**src/rtl/dbus_pkg.sv**
```systemverilog
// dbus_pkg: shared types and constants for the data-bus arbiter slice.
//   state_t      - arbiter FSM states (IDLE / ACCESS / RESP)
//   M_CORE/M_LOAD - master indices (core LSU = 0, boot loader / debug = 1)
//   tgt_t        - decoded access target (data RAM or GPIO)
//   ADDR_END1_DEF - default word-index boundary between data RAM and GPIO
package dbus_pkg;

  typedef enum logic [1:0] {
    IDLE   = 2'd0,
    ACCESS = 2'd1,
    RESP   = 2'd2
  } state_t;

  localparam logic M_CORE = 1'b0;
  localparam logic M_LOAD = 1'b1;

  typedef enum logic {
    TGT_RAM  = 1'b0,
    TGT_GPIO = 1'b1
  } tgt_t;

  localparam int ADDR_END1_DEF = 4096;

endpackage

```
**src/rtl/dbus_arbiter_if.sv**
```systemverilog
// dbus_arbiter_if: bundles the two master request/response channels and the
// RAM/GPIO bus side of the arbiter.
//   master modport - the environment side: drives requests and read data,
//                    observes grants, read responses, strobes and busy.
//   slave modport  - the arbiter side (dbus_arbiter).
// Parameters: DW data width, AW byte address width.
interface dbus_arbiter_if #(
  parameter int DW = 32,
  parameter int AW = 32
);

  logic          m0_req_i;
  logic [3:0]    m0_we_i;
  logic [AW-1:0] m0_addr_i;
  logic [DW-1:0] m0_wdata_i;
  logic          m0_gnt_o;
  logic          m0_rvalid_o;
  logic [DW-1:0] m0_rdata_o;

  logic          m1_req_i;
  logic [3:0]    m1_we_i;
  logic [AW-1:0] m1_addr_i;
  logic [DW-1:0] m1_wdata_i;
  logic          m1_gnt_o;
  logic          m1_rvalid_o;
  logic [DW-1:0] m1_rdata_o;

  logic [AW-1:0] bus_addr_o;
  logic [DW-1:0] bus_wdata_o;
  logic          ram_rd_en_o;
  logic [3:0]    ram_wr_en_o;
  logic          gpio_rd_en_o;
  logic          gpio_wr_en_o;
  logic [DW-1:0] ram_rdata_i;
  logic [DW-1:0] gpio_rdata_i;
  logic          busy_o;

  modport master (
    output m0_req_i, m0_we_i, m0_addr_i, m0_wdata_i,
    output m1_req_i, m1_we_i, m1_addr_i, m1_wdata_i,
    output ram_rdata_i, gpio_rdata_i,
    input  m0_gnt_o, m0_rvalid_o, m0_rdata_o,
    input  m1_gnt_o, m1_rvalid_o, m1_rdata_o,
    input  bus_addr_o, bus_wdata_o, ram_rd_en_o, ram_wr_en_o,
    input  gpio_rd_en_o, gpio_wr_en_o, busy_o
  );

  modport slave (
    input  m0_req_i, m0_we_i, m0_addr_i, m0_wdata_i,
    input  m1_req_i, m1_we_i, m1_addr_i, m1_wdata_i,
    input  ram_rdata_i, gpio_rdata_i,
    output m0_gnt_o, m0_rvalid_o, m0_rdata_o,
    output m1_gnt_o, m1_rvalid_o, m1_rdata_o,
    output bus_addr_o, bus_wdata_o, ram_rd_en_o, ram_wr_en_o,
    output gpio_rd_en_o, gpio_wr_en_o, busy_o
  );

endinterface

```
**src/rtl/dbus_rr_pick.sv**
```systemverilog
// dbus_rr_pick: combinational two-way pick.
//   req  - request vector {m1, m0}
//   last - master granted last (present only with DBUS_ARB_RR_EN)
//   vld  - at least one master requests
//   win  - chosen master index
// Build option DBUS_ARB_RR_EN: round-robin on a tie (the master not granted
// last wins). Without it, master 0 wins every tie.
module dbus_rr_pick
  import dbus_pkg::*;
(
  input  logic [1:0] req,
`ifdef DBUS_ARB_RR_EN
  input  logic       last,
`endif
  output logic       vld,
  output logic       win
);

  always_comb begin
    vld = |req;
`ifdef DBUS_ARB_RR_EN
    if (&req) win = ~last;
    else      win = req[1] ? M_LOAD : M_CORE;
`else
    win = req[0] ? M_CORE : M_LOAD;
`endif
  end

endmodule

```
**src/rtl/dbus_arbiter.sv**
```systemverilog
// dbus_arbiter: two-master arbiter/sequencer for the shared data bus
// (data RAM + GPIO). One transaction outstanding at a time.
//   clk_i - clock, rising edge
//   rst_i - synchronous active-high reset
//   bus   - dbus_arbiter_if.slave: master 0 (core LSU) and master 1 (boot
//           loader / debug) request channels, latched bus address/data,
//           RAM and GPIO strobes, RAM/GPIO read data, busy.
// Timing: request sampled in IDLE cycle T; grant + strobes in T+1; read
// data returned with rvalid in T+2. Writes take 2 cycles, reads 3.
// Build option DBUS_ARB_RR_EN: round-robin tie-break with a last-grant
// pointer; otherwise fixed priority with master 0 winning ties.
module dbus_arbiter
  import dbus_pkg::*;
#(
  parameter int DW        = 32,
  parameter int AW        = 32,
  parameter int ADDR_END1 = ADDR_END1_DEF
) (
  input  logic          clk_i,
  input  logic          rst_i,
  dbus_arbiter_if.slave bus
);

  localparam logic [AW-3:0] END_WORD = (AW-2)'(ADDR_END1);

  state_t        state;
  logic          owner;
  tgt_t          tgt;
  logic [3:0]    we_q;
  logic [AW-1:0] addr_q;
  logic [DW-1:0] wdata_q;
  logic          gnt_q;
  logic          rvalid_q;
  logic          ram_rd_q;
  logic [3:0]    ram_wr_q;
  logic          gpio_rd_q;
  logic          gpio_wr_q;
`ifdef DBUS_ARB_RR_EN
  logic          last_q;
`endif

  logic          pick_vld;
  logic          pick_win;
  logic [AW-1:0] sel_addr;
  logic [3:0]    sel_we;
  logic [DW-1:0] sel_wdata;
  tgt_t          sel_tgt;
  logic [DW-1:0] rdata_sel;

  dbus_rr_pick u_pick (
    .req  ({bus.m1_req_i, bus.m0_req_i}),
`ifdef DBUS_ARB_RR_EN
    .last (last_q),
`endif
    .vld  (pick_vld),
    .win  (pick_win)
  );

  always_comb begin
    sel_addr  = bus.m0_addr_i;
    sel_we    = bus.m0_we_i;
    sel_wdata = bus.m0_wdata_i;
    if (pick_win == M_LOAD) begin
      sel_addr  = bus.m1_addr_i;
      sel_we    = bus.m1_we_i;
      sel_wdata = bus.m1_wdata_i;
    end
    // Word index at or above the boundary lands in GPIO space.
    sel_tgt = (sel_addr[AW-1:2] >= END_WORD) ? TGT_GPIO : TGT_RAM;
  end

  always_ff @(posedge clk_i) begin
    if (rst_i) begin
      state     <= IDLE;
      owner     <= M_CORE;
      tgt       <= TGT_RAM;
      we_q      <= '0;
      addr_q    <= '0;
      wdata_q   <= '0;
      gnt_q     <= 1'b0;
      rvalid_q  <= 1'b0;
      ram_rd_q  <= 1'b0;
      ram_wr_q  <= '0;
      gpio_rd_q <= 1'b0;
      gpio_wr_q <= 1'b0;
`ifdef DBUS_ARB_RR_EN
      last_q    <= M_LOAD;
`endif
    end else begin
      // Grant, strobes and rvalid are single-cycle pulses.
      gnt_q     <= 1'b0;
      rvalid_q  <= 1'b0;
      ram_rd_q  <= 1'b0;
      ram_wr_q  <= '0;
      gpio_rd_q <= 1'b0;
      gpio_wr_q <= 1'b0;
      unique case (state)
        IDLE: begin
          if (pick_vld) begin
            owner   <= pick_win;
            tgt     <= sel_tgt;
            we_q    <= sel_we;
            addr_q  <= sel_addr;
            wdata_q <= sel_wdata;
            gnt_q   <= 1'b1;
            // Strobes are registered here so they line up with the grant.
            if (sel_we != 4'b0000) begin
              if (sel_tgt == TGT_GPIO) gpio_wr_q <= 1'b1;
              else                     ram_wr_q  <= sel_we;
            end else begin
              if (sel_tgt == TGT_GPIO) gpio_rd_q <= 1'b1;
              else                     ram_rd_q  <= 1'b1;
            end
`ifdef DBUS_ARB_RR_EN
            last_q  <= pick_win;
`endif
            state   <= ACCESS;
          end
        end
        ACCESS: begin
          if (we_q != 4'b0000) begin
            state <= IDLE;
          end else begin
            state    <= RESP;
            rvalid_q <= 1'b1;
          end
        end
        RESP: begin
          state <= IDLE;
        end
        default: begin
          state <= IDLE;
        end
      endcase
    end
  end

  // Read data arrives from RAM/GPIO one cycle after the strobe, i.e. in RESP.
  assign rdata_sel = (tgt == TGT_GPIO) ? bus.gpio_rdata_i : bus.ram_rdata_i;

  assign bus.m0_gnt_o     = gnt_q & (owner == M_CORE);
  assign bus.m1_gnt_o     = gnt_q & (owner == M_LOAD);
  assign bus.m0_rvalid_o  = rvalid_q & (owner == M_CORE);
  assign bus.m1_rvalid_o  = rvalid_q & (owner == M_LOAD);
  assign bus.m0_rdata_o   = (rvalid_q && owner == M_CORE) ? rdata_sel : '0;
  assign bus.m1_rdata_o   = (rvalid_q && owner == M_LOAD) ? rdata_sel : '0;
  assign bus.bus_addr_o   = addr_q;
  assign bus.bus_wdata_o  = wdata_q;
  assign bus.ram_rd_en_o  = ram_rd_q;
  assign bus.ram_wr_en_o  = ram_wr_q;
  assign bus.gpio_rd_en_o = gpio_rd_q;
  assign bus.gpio_wr_en_o = gpio_wr_q;
  assign bus.busy_o       = (state != IDLE);

endmodule

```
**src/flat_wrapper.sv**
```systemverilog
// flat-port wrapper written by rule: the top's interface ports become plain ports
module dbus_arbiter_flat import dbus_pkg::*;
#(
  parameter int DW        = 32,
  parameter int AW        = 32,
  parameter int ADDR_END1 = ADDR_END1_DEF
)
  (clk_i, rst_i, bus_m0_req_i, bus_m0_we_i, bus_m0_addr_i, bus_m0_wdata_i, bus_m1_req_i, bus_m1_we_i, bus_m1_addr_i, bus_m1_wdata_i, bus_ram_rdata_i, bus_gpio_rdata_i, bus_m0_gnt_o, bus_m0_rvalid_o, bus_m0_rdata_o, bus_m1_gnt_o, bus_m1_rvalid_o, bus_m1_rdata_o, bus_bus_addr_o, bus_bus_wdata_o, bus_ram_rd_en_o, bus_ram_wr_en_o, bus_gpio_rd_en_o, bus_gpio_wr_en_o, bus_busy_o);
  dbus_arbiter_if #(.DW(DW), .AW(AW)) bus_i ();
  input  logic clk_i;
  input  logic rst_i;
  input wire logic [$bits(bus_i.m0_req_i)-1:0] bus_m0_req_i;
  input wire logic [$bits(bus_i.m0_we_i)-1:0] bus_m0_we_i;
  input wire logic [$bits(bus_i.m0_addr_i)-1:0] bus_m0_addr_i;
  input wire logic [$bits(bus_i.m0_wdata_i)-1:0] bus_m0_wdata_i;
  input wire logic [$bits(bus_i.m1_req_i)-1:0] bus_m1_req_i;
  input wire logic [$bits(bus_i.m1_we_i)-1:0] bus_m1_we_i;
  input wire logic [$bits(bus_i.m1_addr_i)-1:0] bus_m1_addr_i;
  input wire logic [$bits(bus_i.m1_wdata_i)-1:0] bus_m1_wdata_i;
  input wire logic [$bits(bus_i.ram_rdata_i)-1:0] bus_ram_rdata_i;
  input wire logic [$bits(bus_i.gpio_rdata_i)-1:0] bus_gpio_rdata_i;
  output wire logic [$bits(bus_i.m0_gnt_o)-1:0] bus_m0_gnt_o;
  output wire logic [$bits(bus_i.m0_rvalid_o)-1:0] bus_m0_rvalid_o;
  output wire logic [$bits(bus_i.m0_rdata_o)-1:0] bus_m0_rdata_o;
  output wire logic [$bits(bus_i.m1_gnt_o)-1:0] bus_m1_gnt_o;
  output wire logic [$bits(bus_i.m1_rvalid_o)-1:0] bus_m1_rvalid_o;
  output wire logic [$bits(bus_i.m1_rdata_o)-1:0] bus_m1_rdata_o;
  output wire logic [$bits(bus_i.bus_addr_o)-1:0] bus_bus_addr_o;
  output wire logic [$bits(bus_i.bus_wdata_o)-1:0] bus_bus_wdata_o;
  output wire logic [$bits(bus_i.ram_rd_en_o)-1:0] bus_ram_rd_en_o;
  output wire logic [$bits(bus_i.ram_wr_en_o)-1:0] bus_ram_wr_en_o;
  output wire logic [$bits(bus_i.gpio_rd_en_o)-1:0] bus_gpio_rd_en_o;
  output wire logic [$bits(bus_i.gpio_wr_en_o)-1:0] bus_gpio_wr_en_o;
  output wire logic [$bits(bus_i.busy_o)-1:0] bus_busy_o;
  assign bus_i.m0_req_i = bus_m0_req_i;
  assign bus_i.m0_we_i = bus_m0_we_i;
  assign bus_i.m0_addr_i = bus_m0_addr_i;
  assign bus_i.m0_wdata_i = bus_m0_wdata_i;
  assign bus_i.m1_req_i = bus_m1_req_i;
  assign bus_i.m1_we_i = bus_m1_we_i;
  assign bus_i.m1_addr_i = bus_m1_addr_i;
  assign bus_i.m1_wdata_i = bus_m1_wdata_i;
  assign bus_i.ram_rdata_i = bus_ram_rdata_i;
  assign bus_i.gpio_rdata_i = bus_gpio_rdata_i;
  assign bus_m0_gnt_o = bus_i.m0_gnt_o;
  assign bus_m0_rvalid_o = bus_i.m0_rvalid_o;
  assign bus_m0_rdata_o = bus_i.m0_rdata_o;
  assign bus_m1_gnt_o = bus_i.m1_gnt_o;
  assign bus_m1_rvalid_o = bus_i.m1_rvalid_o;
  assign bus_m1_rdata_o = bus_i.m1_rdata_o;
  assign bus_bus_addr_o = bus_i.bus_addr_o;
  assign bus_bus_wdata_o = bus_i.bus_wdata_o;
  assign bus_ram_rd_en_o = bus_i.ram_rd_en_o;
  assign bus_ram_wr_en_o = bus_i.ram_wr_en_o;
  assign bus_gpio_rd_en_o = bus_i.gpio_rd_en_o;
  assign bus_gpio_wr_en_o = bus_i.gpio_wr_en_o;
  assign bus_busy_o = bus_i.busy_o;
  dbus_arbiter #(.DW(DW), .AW(AW), .ADDR_END1(ADDR_END1)) u_core (.clk_i(clk_i), .rst_i(rst_i), .bus(bus_i));
endmodule
```
**config.mk**
```make
export PLATFORM = sky130hd
export DESIGN_NAME = dbus_arbiter_flat
export DESIGN_NICKNAME = d
export VERILOG_FILES = /design/src/rtl/dbus_pkg.sv /design/src/rtl/dbus_arbiter_if.sv /design/src/rtl/dbus_rr_pick.sv /design/src/rtl/dbus_arbiter.sv /design/src/flat_wrapper.sv
export SDC_FILE = /design/constraint.sdc
export NUM_CORES = 1
export LEC_CHECK = 0
export ABC_CLOCK_PERIOD_IN_PS = 2000
export CAP_MARGIN = 20
export CORE_AREA = 4 4 131 133
export CTS_BUF_LIST = sky130_fd_sc_hd__clkbuf_8
export DETAILED_ROUTE_END_ITERATION = 8
export DIE_AREA = 0 0 135 137
export PLACE_DENSITY_LB_ADDON = 0.08
export SYNTH_ARGS = -nofsm -noshare
export SYNTH_HDL_FRONTEND = slang
export SYNTH_SLANG_ARGS = --single-unit
```
**constraint.sdc**
```tcl
create_clock -name clk_i -period 2 [get_ports clk_i]
set_input_delay 0.2 -clock clk_i [delete_from_list [all_inputs] [get_ports clk_i]]
set_output_delay 0.2 -clock clk_i [all_outputs]
set_load 0.01 [all_outputs]
```
==> key figures, run 1 <==
Route
  – DRT Wirelength: 18.5 mm
  – Drt wl/cell: ~18 µm
  – Vias: 4678
  – DRC viols: 0
  – 1st-iter DRT viols: roughly 170
  – Pre-Repair DR Iteration Count: 4
  – Final ANT Viol Nets: 0
  – Detailed-route vias per instance: between 4 and 5

Cells and area
  – Syn-to-layout area delta: 98.4%
  – Fillers: between 1000 and 1500
  – FF/Latch Area: 0.00163 mm²
  – Commonest non-fill, non-tap cell in the layout: clkdlybuf4s50_1
  – Nets: approximately 1000
  – Area used by multi-input combinational logic: 0.00247 mm²
  – Most frequent cells in the layout: clkdlybuf4s50_1, nor2_1, dfxtp_1
  – Share of cells above drive strength 1: 0.0880

Synthesis
  – Number of flops mapped to enable cells by yosys: 0
  – Async set or reset register ratio after synthesis: 0
  – Synth cell types: 29
  – Cell Area, Synth: roughly 0.0042 mm²
  – Synthesized flop and latch total: between 80 and 90
  – Area fraction of the dominant cell type after synthesis: 0.388
  – Main synth FF type: dfxtp_1
  – Post-synthesis sequential area ratio: 0.388
  – Ys Warns: 0
  – Syn nets: between 600 and 700
  – Cells after synthesis: between 400 and 500
  – Yosys top cell by area: dfxtp_1
  – Ranking of synthesized cells by area: dfxtp_1, mux2i_1, a211oi_1, nor2_1, buf_2
  – Syn_area_per_cell: slightly below 9 µm²

Placed design
  – Place WS: -11.3 ps
  – Dpl hpwl: approximately 15 mm
  – Routability-driven placement congestion ratio: just over 0.9
  – I/O Buffers: between 300 and 400

Clock tree
  – Later-pin clock latency in the skew report: 340 ps
  – CTS tree: built
  – H-tree levels: 3
  – Sink Count: between 80 and 90
  – Clk buf depth: 2
  – Cts bufs inserted: 9
  – Clock Pin Slew Worst Setup and Hold Paths: 90 ps
  – Hold_buf cts: 0
  – Clock Root Buffer: clkbuf_8

Critical path
  – Critical path fanouts, max: 13
  – Startpoint Class: register
  – Arr. time, crit path: approximately 1800 ps
  – WP data required: ~1800 ps
  – CP endpoint kind: primary output
  – Setup CP Type: register to primary output

GRT
  – Initial antenna violation count: 1
  – Largest net degree at the start of global routing: 93
  – First-pass GRT wire length: between 20 and 30 mm
  – GRT Util Overall: 0.182
  – Number of global-route vias before repair: 4756
  – GR Overflow Total: 0

Floorplanning
  – Initial Util: 0.264
  – Die Wd: around 140 µm
  – Core ar.: 0.0158 mm²
  – Num rows: between 40 and 50
  – Chip Height: 137 µm
  – I/O pins: between 300 and 400
  – Die area: between 0.015 and 0.02 mm²

STA
  – Slew margin rel.: 0.667
  – Setup tns final: 0 ps
  – Worst-Margin Slew: between 400 and 500 ps
  – Clock Skews: roughly 8.7 ps
  – Final worst slack: 4.64 ps
  – Final setup fails: 0
  – Post-layout minimum cycle time: 2000 ps
  – RSZ-0062 raised after global routing: true
  – Fin. max-slew vios: 0
  – Fraction of the cycle the final worst path needs: 0.998
  – Final hold violations: 0
  – Max Fclk: roughly 0.50 GHz

Pwr
  – PD cells: ~560 mW/mm²
  – Leakage Power: 3.91 nW
  – Worst IR Drop VDD: about 0.27 mV

Flow run
  – Max-cap violations: 0

Min path
  – Min-delay worst type: input pin to register

Outcome
  – Run status: completed
[per-stage QoR]
step                hold WS, ps  utilization  area [µm²]  std cells  total power [W]
floorplan                   393            -        4180        472          0.00255
global placement            481        0.492        7790       1000          0.00344
detailed placement          490        0.492        7790       1000          0.00347
CTS                         372        0.505        8000       1016          0.00461
global route                383        0.524        8300       1024          0.00490
finish                      373        0.524        8300       1024          0.00462
[report_power, final]
part	switching [W]	internal, W	total [W]	leakage [nW]
Combinational	0.000681	0.000964	0.00165	3.15
Clock	0.000589	0.000515	0.00110	0.0946
Sequential	0.0000872	0.00178	0.00187	0.673
Total	0.00136	0.00326	0.00462	3.91
[state kept, by name, indices dropped and copies added, names as in the netlist]
signal,count
u_core.tgt,1
u_core.bus.ram_rd_en_o,1
u_core.bus.ram_wr_en_o,4
u_core.rvalid_q,1
u_core.bus.bus_addr_o,32
u_core.we_q,4
u_core.bus.gpio_wr_en_o,1
u_core.bus.gpio_rd_en_o,1
u_core.gnt_q,1
u_core.owner,1
u_core.state,2
u_core.bus.bus_wdata_o,32
[routing by layer]
layer,GRT usage,share of wire,vias up
li1,-,-,2351
met1,0.180,0.35,2092
met2,0.339,0.53,204
met3,0.0706,0.091,31
met4,0.0784,0.032,0
met5,0,0,-
[cells in the mapped netlist, types with 2 or more instances]
cell / n
a211oi_1: 70
and3_1: 4
buf_2: 16
buf_4: 8
clkbuf_1: 17
dfxtp_1: 81
inv_1: 3
mux2i_1: 100
nand2_1: 2
nor2_1: 140
nor3_1: 6
nor4_1: 6
nor4_4: 2
or4_4: 2
[layout make-up]
class / count / area share
antenna: 1 / 0.000301
clock buffer: 11 / 0.0182
clock inverter: 5 / 0.00377
inverter: 4 / 0.00181
multi-input combinational: 345 / 0.297
sequential: 81 / 0.196
tap: 216 / 0.0326
timing repair buffer: 361 / 0.450
[cell families (layout without fill, tap and decap cells)]
| family | Yosys count | after routing | share of synthesized area |
|---|---|---|---|
| other | 0 | 1 | 0 |
| AND/OR/NAND/NOR | 170 | 170 | 0.180 |
| AO/OA/AOI/OAI | 75 | 75 | 0.138 |
| multiplexers | 100 | 100 | 0.239 |
| buffers and inverters | 46 | 381 | 0.0550 |
| flip-flops | 81 | 81 | 0.388 |
[final timing paths]
check	start	endpoint	slack [ps]	depth (start not counted)
worst max-delay path	u_core.tgt	bus_m1_rdata_o[8]	5	4
worst min register to register	u_core.bus.bus_wdata_o[25]	u_core.bus.bus_wdata_o[25]	500	2
worst max register to register	u_core.state[0]	u_core.bus.bus_addr_o[29]	430	6
worst min-delay path	rst_i	u_core.bus.bus_wdata_o[21]	370	2
[what timing repair did]
| item | CTS | global route |
|---|---|---|
| cloned | 0 | 1 |
| endpoints found under the setup margin | 41 | 62 |
| buffers inserted | 0 | 6 |
| gates resized for setup | 9 | 66 |
[worst max-delay path: stages (launching register included)]
cell             delay [ps]
dfxtp_4                 400
buf_12                  190
mux2i_2                 280
nor2_2                   90
clkdlybuf4s50_1         490
(Power assumes the default switching activity.)
==> run 2: changes to the inputs <==
--- a/config.mk
+++ b/config.mk
@@ -11,7 +11,8 @@
 export CTS_BUF_LIST = sky130_fd_sc_hd__clkbuf_8
 export DETAILED_ROUTE_END_ITERATION = 8
 export DIE_AREA = 0 0 135 137
-export PLACE_DENSITY_LB_ADDON = 0.08
+export GPL_ROUTABILITY_DRIVEN = 0
+export PLACE_DENSITY_LB_ADDON = 0.15
 export SYNTH_ARGS = -nofsm -noshare
 export SYNTH_HDL_FRONTEND = slang
 export SYNTH_SLANG_ARGS = --single-unit
==> run 2 against run 1 <==
- clock skew is 1.6 ps higher
- global-route usage grew 0.71 points
- worst hold slack lost 170 ps
- final area up 2.1%
- non-clock buffer count rose by 6
- worst setup slack improved by 12 ps
- via count up 2.9%
- core utilization rose by 1.1 points
==> key figures, run 2 (synthesized netlist as in run 1, its figures left out) <==
Critical path
  – Startpoint Class: register
  – R2R Setup Slk: roughly 440 ps
  – Setup CP Type: register to primary output
  – CP endpoint kind: primary output
  – Worst R2R End: u_core.bus.bus_addr_o[22]
  – Reg2Reg Launch Point: u_core.state[0]
  – Arr. time, crit path: 1780 ps
  – Critical path fanouts, max: 10
  – R2R cell count: 6
  – WP data required: around 1800 ps

Placed design
  – I/O Buffers: between 300 and 400
  – Dpl hpwl: 15.2 mm

Pwr
  – Worst IR Drop VDD: 0.296 mV
  – Leakage Power: 4.18 nW
  – PD cells: about 580 mW/mm²

Cells and area
  – Nets: about 1000
  – Syn-to-layout area delta: 103%
  – Most frequent cells in the layout: clkdlybuf4s50_1, nor2_1, dfxtp_1
  – Commonest non-fill, non-tap cell in the layout: clkdlybuf4s50_1
  – Share of cells above drive strength 1: 0.102
  – Finished Core Util: 0.535

GRT
  – M3 GR Usage: 0.0801
  – Met1 Use GR: 0.192
  – Initial antenna violation count: 2
  – Number of global-route vias before repair: 4812
  – GRT Util Overall: 0.189
  – Most used routing layer: met2
  – Largest net degree at the start of global routing: 70
  – First-pass GRT wire length: between 20 and 30 mm
  – GR Overflow Total: 0
  – Met2 Use GR: 0.338

Route
  – Drt wl/cell: 18.8 µm
  – DRC viols: 0
  – Final ANT Viol Nets: 0
  – DRT Wirelength: just under 20 mm
  – Pre-Repair DR Iteration Count: 4
  – 1st-iter DRT viols: 116
  – Detailed-route vias per instance: around 4.7
  – Vias: slightly below 5000

STA
  – Clock Skews: between 10 and 15 ps
  – Fin. max-slew vios: 0
  – RSZ-0062 raised after global routing: true
  – Max Fclk: 0.504 GHz
  – Final setup fails: 0
  – Post-layout minimum cycle time: 1980 ps
  – Final hold violations: 0
  – Worst-Margin Slew: roughly 600 ps
  – Fraction of the cycle the final worst path needs: 0.992
  – Slew margin rel.: 0.598
  – WHS: between 200 and 250 ps

Floorplanning
  – Initial Util: 0.264
  – Num rows: 46
  – Die Wd: 135 µm
  – I/O pins: 344
  – Core ar.: around 0.016 mm²
  – Chip Height: about 140 µm
  – Die area: between 0.015 and 0.02 mm²

Min path
  – Worst Hold Endpoint: u_core.owner
  – WHS Path Cells: 2
  – Worst Hold Launch: bus_m0_req_i
  – Min-delay worst type: input pin to register

Clock tree
  – Clock Pin Slew Worst Setup and Hold Paths: 90 ps
  – CTS tree: built
  – Hold_buf cts: 0
  – Clk buf depth: 2
  – Cts bufs inserted: 9
  – Later-pin clock latency in the skew report: approximately 370 ps
  – Sink Count: 81
  – H-tree levels: 3
  – Clock Root Buffer: clkbuf_8

Outcome
  – Run status: completed

Flow run
  – Max-cap violations: 0
## run 2: cell types whose count changed in the layout (fill, tap and decap cells not counted), sizes merged, moves of 2 or more
cell	previous run	this run
clkbuf	12	10
bufinv	0	2
clkdlybuf4s50	301	279
dlygate4sd2	2	15
buf	19	25
dlymetal6s2s	38	46
## run 2: critical path, stage by stage, from the launching register on
cell	delay, ps
dfxtp_4	420
clkbuf_16	200
mux2i_1	250
nor2_1	70
clkdlybuf4s50_1	480
## run 2: cell type report
class	count	area [µm²]
inverters	4	15.0
well taps	216	270
flip-flops and latches	81	1630
clock buffers	9	124
multi-input cells	345	2520
diodes	2	5.00
fillers	1432	7360
repair buffers	367	3810
clock inverters	7	101
## run 2: per-stage QoR
step / instances / power (W) / worst slack, ps / setup TNS (ps) / area, µm²
finish: 1031 / 0.00495 / 16.5 / 0 / 8470
global route: 1031 / 0.00521 / -49.2 / -96.9 / 8470
CTS: 1017 / 0.00491 / -77.1 / -957 / 8090
detailed placement: 1001 / 0.00348 / 47.8 / 0 / 7830
global placement: 1001 / 0.00345 / 80.8 / 0 / 7830
floorplan: 472 / 0.00255 / 638 / 0 / 4180
## run 2: worst max-delay path by stage
stage	startpoint	endpoint	slack, ps	cells after the start
after CTS	u_core.tgt	bus_m1_rdata_o[17]	-80	4
after detailed placement	bus_m0_addr_i[28]	u_core.tgt	50	5
after floorplan	u_core.state[0]	u_core.tgt	640	7
after global routing	u_core.owner	bus_m1_rdata_o[10]	-50	4
after global placement	bus_m0_addr_i[28]	u_core.tgt	80	5
final	u_core.tgt	bus_m1_rdata_o[14]	20	4
## run 2: repair_timing
item / CTS / global route
gates resized for setup: 29 / 77
setup endpoints to repair: 65 / 48
cloned: 0 / 1
setup buffers: 0 / 11
## run 2: power by group
| group | internal [W] | total (W) | switching, W | leakage (nW) |
|---|---|---|---|---|
| Sequential | 0.00178 | 0.00187 | 0.0000902 | 0.673 |
| Combinational | 0.000997 | 0.00169 | 0.000698 | 3.40 |
| Clock | 0.000716 | 0.00138 | 0.000663 | 0.107 |
## run 2: metal layers
| metal | part of all wire | vias up | wire length [µm] |
|---|---|---|---|
| li1 | - | 2355 | - |
| met1 | 0.35 | 2202 | 6850 |
| met2 | 0.52 | 220 | 9990 |
| met3 | 0.098 | 36 | 1890 |
| met4 | 0.032 | 0 | 619 |
| met5 | 0 | - | 0 |
==> run 3: changes to the inputs <==
--- a/config.mk
+++ b/config.mk
@@ -6,7 +6,7 @@
 export NUM_CORES = 1
 export LEC_CHECK = 0
 export ABC_CLOCK_PERIOD_IN_PS = 2000
-export CAP_MARGIN = 20
+export CAP_MARGIN = 10
 export CORE_AREA = 4 4 131 133
 export CTS_BUF_LIST = sky130_fd_sc_hd__clkbuf_8
 export DETAILED_ROUTE_END_ITERATION = 8
==> results of run 3 <==
Same layout as run 2: the final DEF is identical, and so are final timing and power.
